`config.mk`:
```
export PLATFORM = sky130hd
export DESIGN_NAME = instr_fetch_queue
export DESIGN_NICKNAME = d
export VERILOG_FILES = /design/src/rtl/fetch_pkg.sv /design/src/rtl/fetch_fifo.sv /design/src/rtl/instr_fetch_queue.sv
export SDC_FILE = /design/constraint.sdc
export NUM_CORES = 1
export LEC_CHECK = 0
export CORE_MARGIN = 2
export CORE_UTILIZATION = 30
export DETAILED_ROUTE_END_ITERATION = 12
export SLEW_MARGIN = 20
export SYNTH_ARGS = -nofsm -noshare
export SYNTH_HDL_FRONTEND = slang
export SYNTH_SLANG_ARGS = --single-unit
```
`constraint.sdc`:
```
create_clock -name Clk -period 7.5 [get_ports Clk]
set_input_delay 1.5 -clock Clk [delete_from_list [all_inputs] [get_ports Clk]]
set_output_delay 1.5 -clock Clk [all_outputs]
set_load 0.005 [all_outputs]
```
`src/rtl/fetch_pkg.sv`:
```
// -----------------------------------------------------------------------------
// fetch_pkg
// Shared types and constants for the instruction fetch queue.
//   - fetch_state_e : fetch FSM states (IDLE / REQ / DISCARD)
//   - INSTR_W       : instruction word width
//   - OPCODE/FONTEA/DEST field positions, and instr_fields_t, a packed view
//     of an instruction word for the decode stage
// -----------------------------------------------------------------------------
package fetch_pkg;

  localparam int INSTR_W    = 32;

  localparam int OPCODE_MSB = 31;
  localparam int OPCODE_LSB = 29;
  localparam int FONTEA_MSB = 28;
  localparam int FONTEA_LSB = 27;
  localparam int DEST_MSB   = 26;
  localparam int DEST_LSB   = 25;

  typedef struct packed {
    logic [OPCODE_MSB-OPCODE_LSB:0] opcode;
    logic [FONTEA_MSB-FONTEA_LSB:0] fonte_a;
    logic [DEST_MSB-DEST_LSB:0]     dest;
    logic [DEST_LSB-1:0]            rest;
  } instr_fields_t;

  typedef enum logic [1:0] {
    ST_IDLE    = 2'd0,  // no request outstanding
    ST_REQ     = 2'd1,  // request outstanding, data will be enqueued
    ST_DISCARD = 2'd2   // request outstanding, data will be dropped
  } fetch_state_e;

endpackage

```
`src/rtl/fetch_fifo.sv`:
```
// -----------------------------------------------------------------------------
// fetch_fifo
// DEPTH x W synchronous FIFO with wrap-around pointers and a flush.
// Ports:
//   clk, rst_n   : clock, async active-low reset
//   push         : write push_data (ignored when full unless popping too)
//   push_data    : entry to write
//   pop          : advance head (ignored when empty)
//   flush        : discard all entries (wins over push/pop)
//   head         : current head entry, all zeros when empty
//   count        : occupancy 0..DEPTH
//   empty, full  : occupancy flags
// -----------------------------------------------------------------------------
module fetch_fifo #(
  parameter  int DEPTH = 4,
  parameter  int W     = 64,
  localparam int PW    = $clog2(DEPTH),
  localparam int CW    = $clog2(DEPTH + 1)
) (
  input  logic          clk,
  input  logic          rst_n,
  input  logic          push,
  input  logic [W-1:0]  push_data,
  input  logic          pop,
  input  logic          flush,
  output logic [W-1:0]  head,
  output logic [CW-1:0] count,
  output logic          empty,
  output logic          full
);

  logic [W-1:0]  r_mem [DEPTH];
  logic [PW-1:0] r_wr_ptr;
  logic [PW-1:0] r_rd_ptr;
  logic [CW-1:0] r_count;
  logic          w_push;
  logic          w_pop;

  assign empty = (r_count == '0);
  assign full  = (r_count == CW'(DEPTH));
  assign count = r_count;

  // Head is forced to zero when empty so stale storage never leaks out.
  assign head  = empty ? '0 : r_mem[r_rd_ptr];

  assign w_pop  = pop && !empty;
  assign w_push = push && (!full || w_pop);

  // NOTE: storage has no reset; validity is tracked by the pointers/count,
  // which keeps the array a plain register file without a reset tree.
  always_ff @(posedge clk) begin
    if (w_push && !flush) begin
      r_mem[r_wr_ptr] <= push_data;
    end
  end

  // NOTE: sequential state uses non-blocking assignments so every register
  // samples the pre-edge values, independent of statement order.
  always_ff @(posedge clk or negedge rst_n) begin
    if (!rst_n) begin
      r_wr_ptr <= '0;
      r_rd_ptr <= '0;
      r_count  <= '0;
    end else if (flush) begin
      r_wr_ptr <= '0;
      r_rd_ptr <= '0;
      r_count  <= '0;
    end else begin
      if (w_push) r_wr_ptr <= r_wr_ptr + PW'(1);  // DEPTH is a power of two: wraps
      if (w_pop)  r_rd_ptr <= r_rd_ptr + PW'(1);
      case ({w_push, w_pop})
        2'b10:   r_count <= r_count + CW'(1);
        2'b01:   r_count <= r_count - CW'(1);
        default: r_count <= r_count;
      endcase
    end
  end

endmodule

```
`src/rtl/instr_fetch_queue.sv`:
```
// -----------------------------------------------------------------------------
// instr_fetch_queue
// Fetch stage: owns the PC, requests words from instruction memory over a
// req/ack handshake, and queues {instruction, PC} pairs for the core.
// Ports:
//   Clk, Rst_n          : clock, async active-low reset
//   MemReq, MemAddr     : read request (held until acked) and word address
//   MemAck, MemRdata    : read completion (counted only while MemReq=1), data
//   InstrValid, Instr,
//   InstrPC, InstrReady : head of the queue towards the core (valid/ready)
//   Redirect, RedirectPC: flush the queue and restart fetch at RedirectPC
//   Halt                : block new requests (outstanding one completes)
//   Count               : queue occupancy
// -----------------------------------------------------------------------------
module instr_fetch_queue
  import fetch_pkg::*;
#(
  parameter  int            AW       = 32,
  parameter  int            DEPTH    = 4,
  parameter  logic [AW-1:0] RESET_PC = '0,
  localparam int            CW       = $clog2(DEPTH + 1)
) (
  input  logic               Clk,
  input  logic               Rst_n,
  output logic               MemReq,
  output logic [AW-1:0]      MemAddr,
  input  logic               MemAck,
  input  logic [INSTR_W-1:0] MemRdata,
  output logic               InstrValid,
  output logic [INSTR_W-1:0] Instr,
  output logic [AW-1:0]      InstrPC,
  input  logic               InstrReady,
  input  logic               Redirect,
  input  logic [AW-1:0]      RedirectPC,
  input  logic               Halt,
  output logic [CW-1:0]      Count
);

  fetch_state_e           r_state;
  fetch_state_e           w_state_next;
  logic [AW-1:0]          r_pc;
  logic [AW-1:0]          w_pc_next;
  logic [AW-1:0]          r_stale_addr;  // address held on the bus while discarding
  logic [AW-1:0]          w_stale_next;
  logic                   w_ack;
  logic                   w_push;
  logic                   w_pop;
  logic [CW:0]            w_count_after;
  logic [INSTR_W+AW-1:0]  w_head;
  logic                   w_empty;
  logic                   w_full;

  // Request outputs decode straight from state, so an async reset drops
  // MemReq immediately.
  assign MemReq  = (r_state != ST_IDLE);
  assign MemAddr = (r_state == ST_DISCARD) ? r_stale_addr : r_pc;

  assign w_ack  = MemAck && MemReq;
  assign w_push = (r_state == ST_REQ) && w_ack && !Redirect;
  assign w_pop  = !w_empty && InstrReady && !Redirect;

  // Occupancy after this edge, used to decide whether to keep requesting.
  assign w_count_after = {1'b0, Count} + {{CW{1'b0}}, w_push} - {{CW{1'b0}}, w_pop};

  fetch_fifo #(
    .DEPTH (DEPTH),
    .W     (INSTR_W + AW)
  ) u_fifo (
    .clk       (Clk),
    .rst_n     (Rst_n),
    .push      (w_push),
    .push_data ({MemRdata, MemAddr}),
    .pop       (w_pop),
    .flush     (Redirect),
    .head      (w_head),
    .count     (Count),
    .empty     (w_empty),
    .full      (w_full)
  );

  assign InstrValid       = !w_empty;
  assign {Instr, InstrPC} = w_head;

  always_ff @(posedge Clk or negedge Rst_n) begin
    if (!Rst_n) begin
      r_state      <= ST_IDLE;
      r_pc         <= RESET_PC;
      r_stale_addr <= RESET_PC;
    end else begin
      r_state      <= w_state_next;
      r_pc         <= w_pc_next;
      r_stale_addr <= w_stale_next;
    end
  end

  // NOTE: every output of this block is given a default first, so no path
  // leaves a variable unassigned and no latch is inferred.
  always_comb begin
    w_state_next = r_state;
    w_pc_next    = r_pc;
    w_stale_next = r_stale_addr;

    if (w_push) begin
      w_pc_next = r_pc + AW'(1);
    end

    case (r_state)
      ST_IDLE: begin
        if (!Halt && !w_full) w_state_next = ST_REQ;
      end
      ST_REQ: begin
        if (w_ack) begin
          w_state_next = (!Halt && (w_count_after < (CW+1)'(DEPTH))) ? ST_REQ : ST_IDLE;
        end
      end
      ST_DISCARD: begin
        if (w_ack) w_state_next = Halt ? ST_IDLE : ST_REQ;
      end
      default: w_state_next = ST_IDLE;
    endcase

    // Redirect overrides everything: the queue is flushed, so space is
    // guaranteed. A request still in flight must finish on the bus first,
    // with its data dropped.
    if (Redirect) begin
      w_pc_next = RedirectPC;
      if (MemReq && !w_ack) begin
        w_state_next = ST_DISCARD;
        w_stale_next = MemAddr;
      end else begin
        w_state_next = Halt ? ST_IDLE : ST_REQ;
      end
    end
  end

endmodule

```
==> impl_results.md <==
- PnR Total Power: 5.71 mW
- Number of buffers added on ports: 170
- Post-CTS setup repair buffer count: 0
- Worst IR drop on VDD: 0.166 mV
- Worst reg-to-reg path cell count: 5
- Leak: 5.86 nW
- Sinks on the clock net: 329
- Critical path class: flip-flop to output port
- Top cell types by occurrence after synthesis: sky130_fd_sc_hd__edfxtp_1, sky130_fd_sc_hd__dfrtp_1, sky130_fd_sc_hd__and2_1, sky130_fd_sc_hd__mux2_2, sky130_fd_sc_hd__mux4_2
- Drt wl/cell: 19.9 um
- Layout Nets: 1054
- Detailed placement HPWL: 19.9 mm
- Wire length of the first global-routing pass: 48.0 mm
- Net count after synthesis: 874
- Endpoints failing hold: 0
- Post-CTS sizing: 0
- Fin Setup TNS: 0 ns
- Vias after detailed routing: 7465
- Part of the power in the clock network: 31.6%
- Synthesis-stage register bit count: 329
- Maximum number of pins on one net before global-route repair: 74
- Top cell type's share of synthesized area: 55.7%
- Tot GR Track Use: 13.5%
- Synthesized area divided by synthesized cell count: 17.4 um2
- Largest driver fanout on the critical path: 43
- Result of the run: complete, no violations
- Worst clock skew on the final layout: 0.0149 ns
- Final Setup Violations: 0
- Required time of the critical path: 6.00 ns
- Clock transition at the registers of the reported paths: 0.06 ns
- Endpoint of the most critical register-to-register path: u_fifo.r_mem[1][4]$_DFFE_PP_
- Internal Pwr Total: 4.21 mW
- Most repeated cell in the gate-level netlist after synthesis: sky130_fd_sc_hd__edfxtp_1
- Timing endpoint of the critical path: InstrPC[31]
- Reported max-cap violation count: 0
- Switching power: 1.50 mW
- Site row count: 78
- Final critical-path share of the clock period: 65.3%
- Proportion of synthesized chip area in sequential cells: 69.0%
- Cell area power density: 329 nW/um2
- Cell area after synthesis: 13800 um2
- Largest area contributor in the netlist: sky130_fd_sc_hd__edfxtp_1
- CTS max path bufs: 3
- Final period demand of the worst path: 4.90 ns
- R2r setup slk: 4.49 ns
- Ys async rst share: 22.2%
- Unrepaired setup endpoints after global routing: false
- Sequential share of power: 41.3%
- First-pass iteration count of the detailed router: 4
- Arrival @ worst endpoint: 3.40 ns
- Diode insertion count for antenna repair: 0
- CP Capture Type: output port
- Number of placed instances with taps included: 1536
- Die area: 47700 um2
- Net switching fraction of the power: 26.3%
- Via count of the first global-routing pass: 7830
- Global-route congestion overflow total: 0
- Boundary pin count: 171
- H-tree lvl count: 2
- Post-CTS Hold Fix Bufs: 0
- Weighted congestion reported at the end of routability-driven placement: 0.766
- Remaining DRCs: 0
- Area delta synth->final: 25.9%
- TritonCTS clock tree: built
- Share of power burned in combinational logic: 27.1%
- Number of warning messages in the yosys log: 0
- Number of CTS-inserted buffers: 37
- Max-slew violation count: 0
- Chip Width: 218 um
- Pin slew with the least headroom to its limit: 1.07 ns
- Final Non-Filler Cells: 1600
- Post-synthesis instance total: 795
- Initial antenna violation count: 0
- Worst setup path startpoint: u_fifo.r_rd_ptr[0]$_DFFE_PN0P_
- CP Launch Type: flip-flop
- Normalized max-slew margin: 28.4%
- Final routed wirelength across all metal layers: 31.9 mm
- Initial core utilization: 30.4%
- Top cells by area in the synthesized netlist: sky130_fd_sc_hd__edfxtp_1, sky130_fd_sc_hd__dfrtp_1, sky130_fd_sc_hd__mux4_2, sky130_fd_sc_hd__mux2_2, sky130_fd_sc_hd__and2_1
- Top flip-flop cell by instance count after synthesis: sky130_fd_sc_hd__edfxtp_1
- Share of layout cells above drive strength 1: 21.8%
- Later-pin clock latency in the skew report: 0.53 ns
- Post-route antenna net violation count: 0
- Die H: 218 um
- Detailed router's first-iteration violation count: 500
- Worst reg2reg startpoint: r_state[0]$_DFFE_PN0P_
- Count of flip-flops with a built-in enable after synthesis: 256
- CTS root buffer: sky130_fd_sc_hd__clkbuf_16
- Std-Cell Core Area: 45400 um2
- Cell variety after synth: 50
- Ratio of routed vias to standard cells: 4.67
- Worst hold path class: flip-flop to flip-flop
- Maximum clock rate: 204 MHz
[stage by stage]
| step | utilization, % | setup WS [ns] | cell area, um2 | hold WS, ns |
|---|---|---|---|---|
| after floorplan | - | 3.29 | 13800 | 0.474 |
| after global placement | 35.6 | 2.91 | 16200 | 0.481 |
| after detailed placement | 35.6 | 2.82 | 16200 | 0.487 |
| after CTS | 38.3 | 2.43 | 17400 | 0.501 |
| after global routing | 38.3 | 2.28 | 17400 | 0.514 |
| final | 38.3 | 2.60 | 17400 | 0.499 |
[power groups by stage]
stage	registers [mW]	clock network, mW	logic, mW
2_1_floorplan	2.29	0	0.892
3_3_place_gp	2.39	0	1.57
5_1_grt	2.39	1.94	1.70
3_5_place_dp	2.40	0	1.59
6_report	2.36	1.81	1.55
4_1_cts	2.36	1.87	1.59
[registers in the layout, summed over array words and instances (netlist names)]
signal / count
r_stale_addr: 32
u_fifo.r_rd_ptr: 2
u_fifo.r_mem: 256
u_fifo.r_wr_ptr: 2
r_pc: 32
u_fifo.count: 3
r_state: 2
[layout make-up]
class                   instances  area (um2)
repair buffers                179        1760
inverters                      11        41.3
clock inverters                21         231
well taps                     600         751
clock buffers                  43         980
flip-flops and latches        329        9520
multi-input cells             417        4080
fillers                      4217       28000
[kinds of logic (layout without fill, tap and decap cells)]
logic type / count (synthesis) / after routing / synth area share [%]
DFF: 329 / 329 / 69.0
and+or+nand+nor: 191 / 191 / 7.96
muxes: 137 / 137 / 16.4
buffers and inverters: 49 / 254 / 1.61
AOI/OAI and AO/OA: 48 / 48 / 2.17
xor gates and xnor gates: 32 / 32 / 2.03
adders and majority gates: 9 / 9 / 0.871
[how the worst min path moves through the flow]
stage,endpoint,slack [ns],cells after the start,from
6_report,r_stale_addr[20]$_DFFE_PN0P_,0.50,1,r_stale_addr[20]$_DFFE_PN0P_
5_1_grt,r_stale_addr[28]$_DFFE_PN0P_,0.51,1,r_stale_addr[28]$_DFFE_PN0P_
4_1_cts,r_stale_addr[20]$_DFFE_PN0P_,0.50,1,r_stale_addr[20]$_DFFE_PN0P_
3_5_place_dp,r_stale_addr[27]$_DFFE_PN0P_,0.49,1,r_stale_addr[27]$_DFFE_PN0P_
3_3_place_gp,r_stale_addr[16]$_DFFE_PN0P_,0.48,1,r_stale_addr[16]$_DFFE_PN0P_
2_1_floorplan,r_stale_addr[0]$_DFFE_PN0P_,0.47,1,r_stale_addr[0]$_DFFE_PN0P_
[critical path: stages, from the launching register on]
cell	delay, ns
sky130_fd_sc_hd__dfrtp_4	1.06
sky130_fd_sc_hd__buf_4	0.58
sky130_fd_sc_hd__mux4_2	0.59
sky130_fd_sc_hd__and2_1	0.17
sky130_fd_sc_hd__clkdlybuf4s50_1	0.44
[metal layers]
| layer | track usage, % | share of wire [%] |
|---|---|---|
| met2 | 21.7 | 47 |
| met3 | 2.92 | 4.9 |
| met1 | 18.7 | 46 |
| met5 | 0 | 0 |
| met4 | 3.45 | 1.9 |
[cells in the final DEF (no fill, tap or decap), drive strengths merged, types with 2 or more instances in the layout]
cell           count
dfrtp             73
buf               11
nand4             15
and2              70
mux2i              4
nand2             50
nor4               4
and3               5
clkbuf            43
bufinv             5
o211ai             2
o21ai             32
a21oi              4
xnor2              6
nor2              15
nand3             16
clkinv            13
or3                2
ha                 8
edfxtp           256
clkdlybuf4s50    168
nor3               8
inv               12
mux2              69
clkinvlp           2
mux4              64
nand3b             3
a31oi              3
xor2              26
Power figures use the tool's default switching activity.
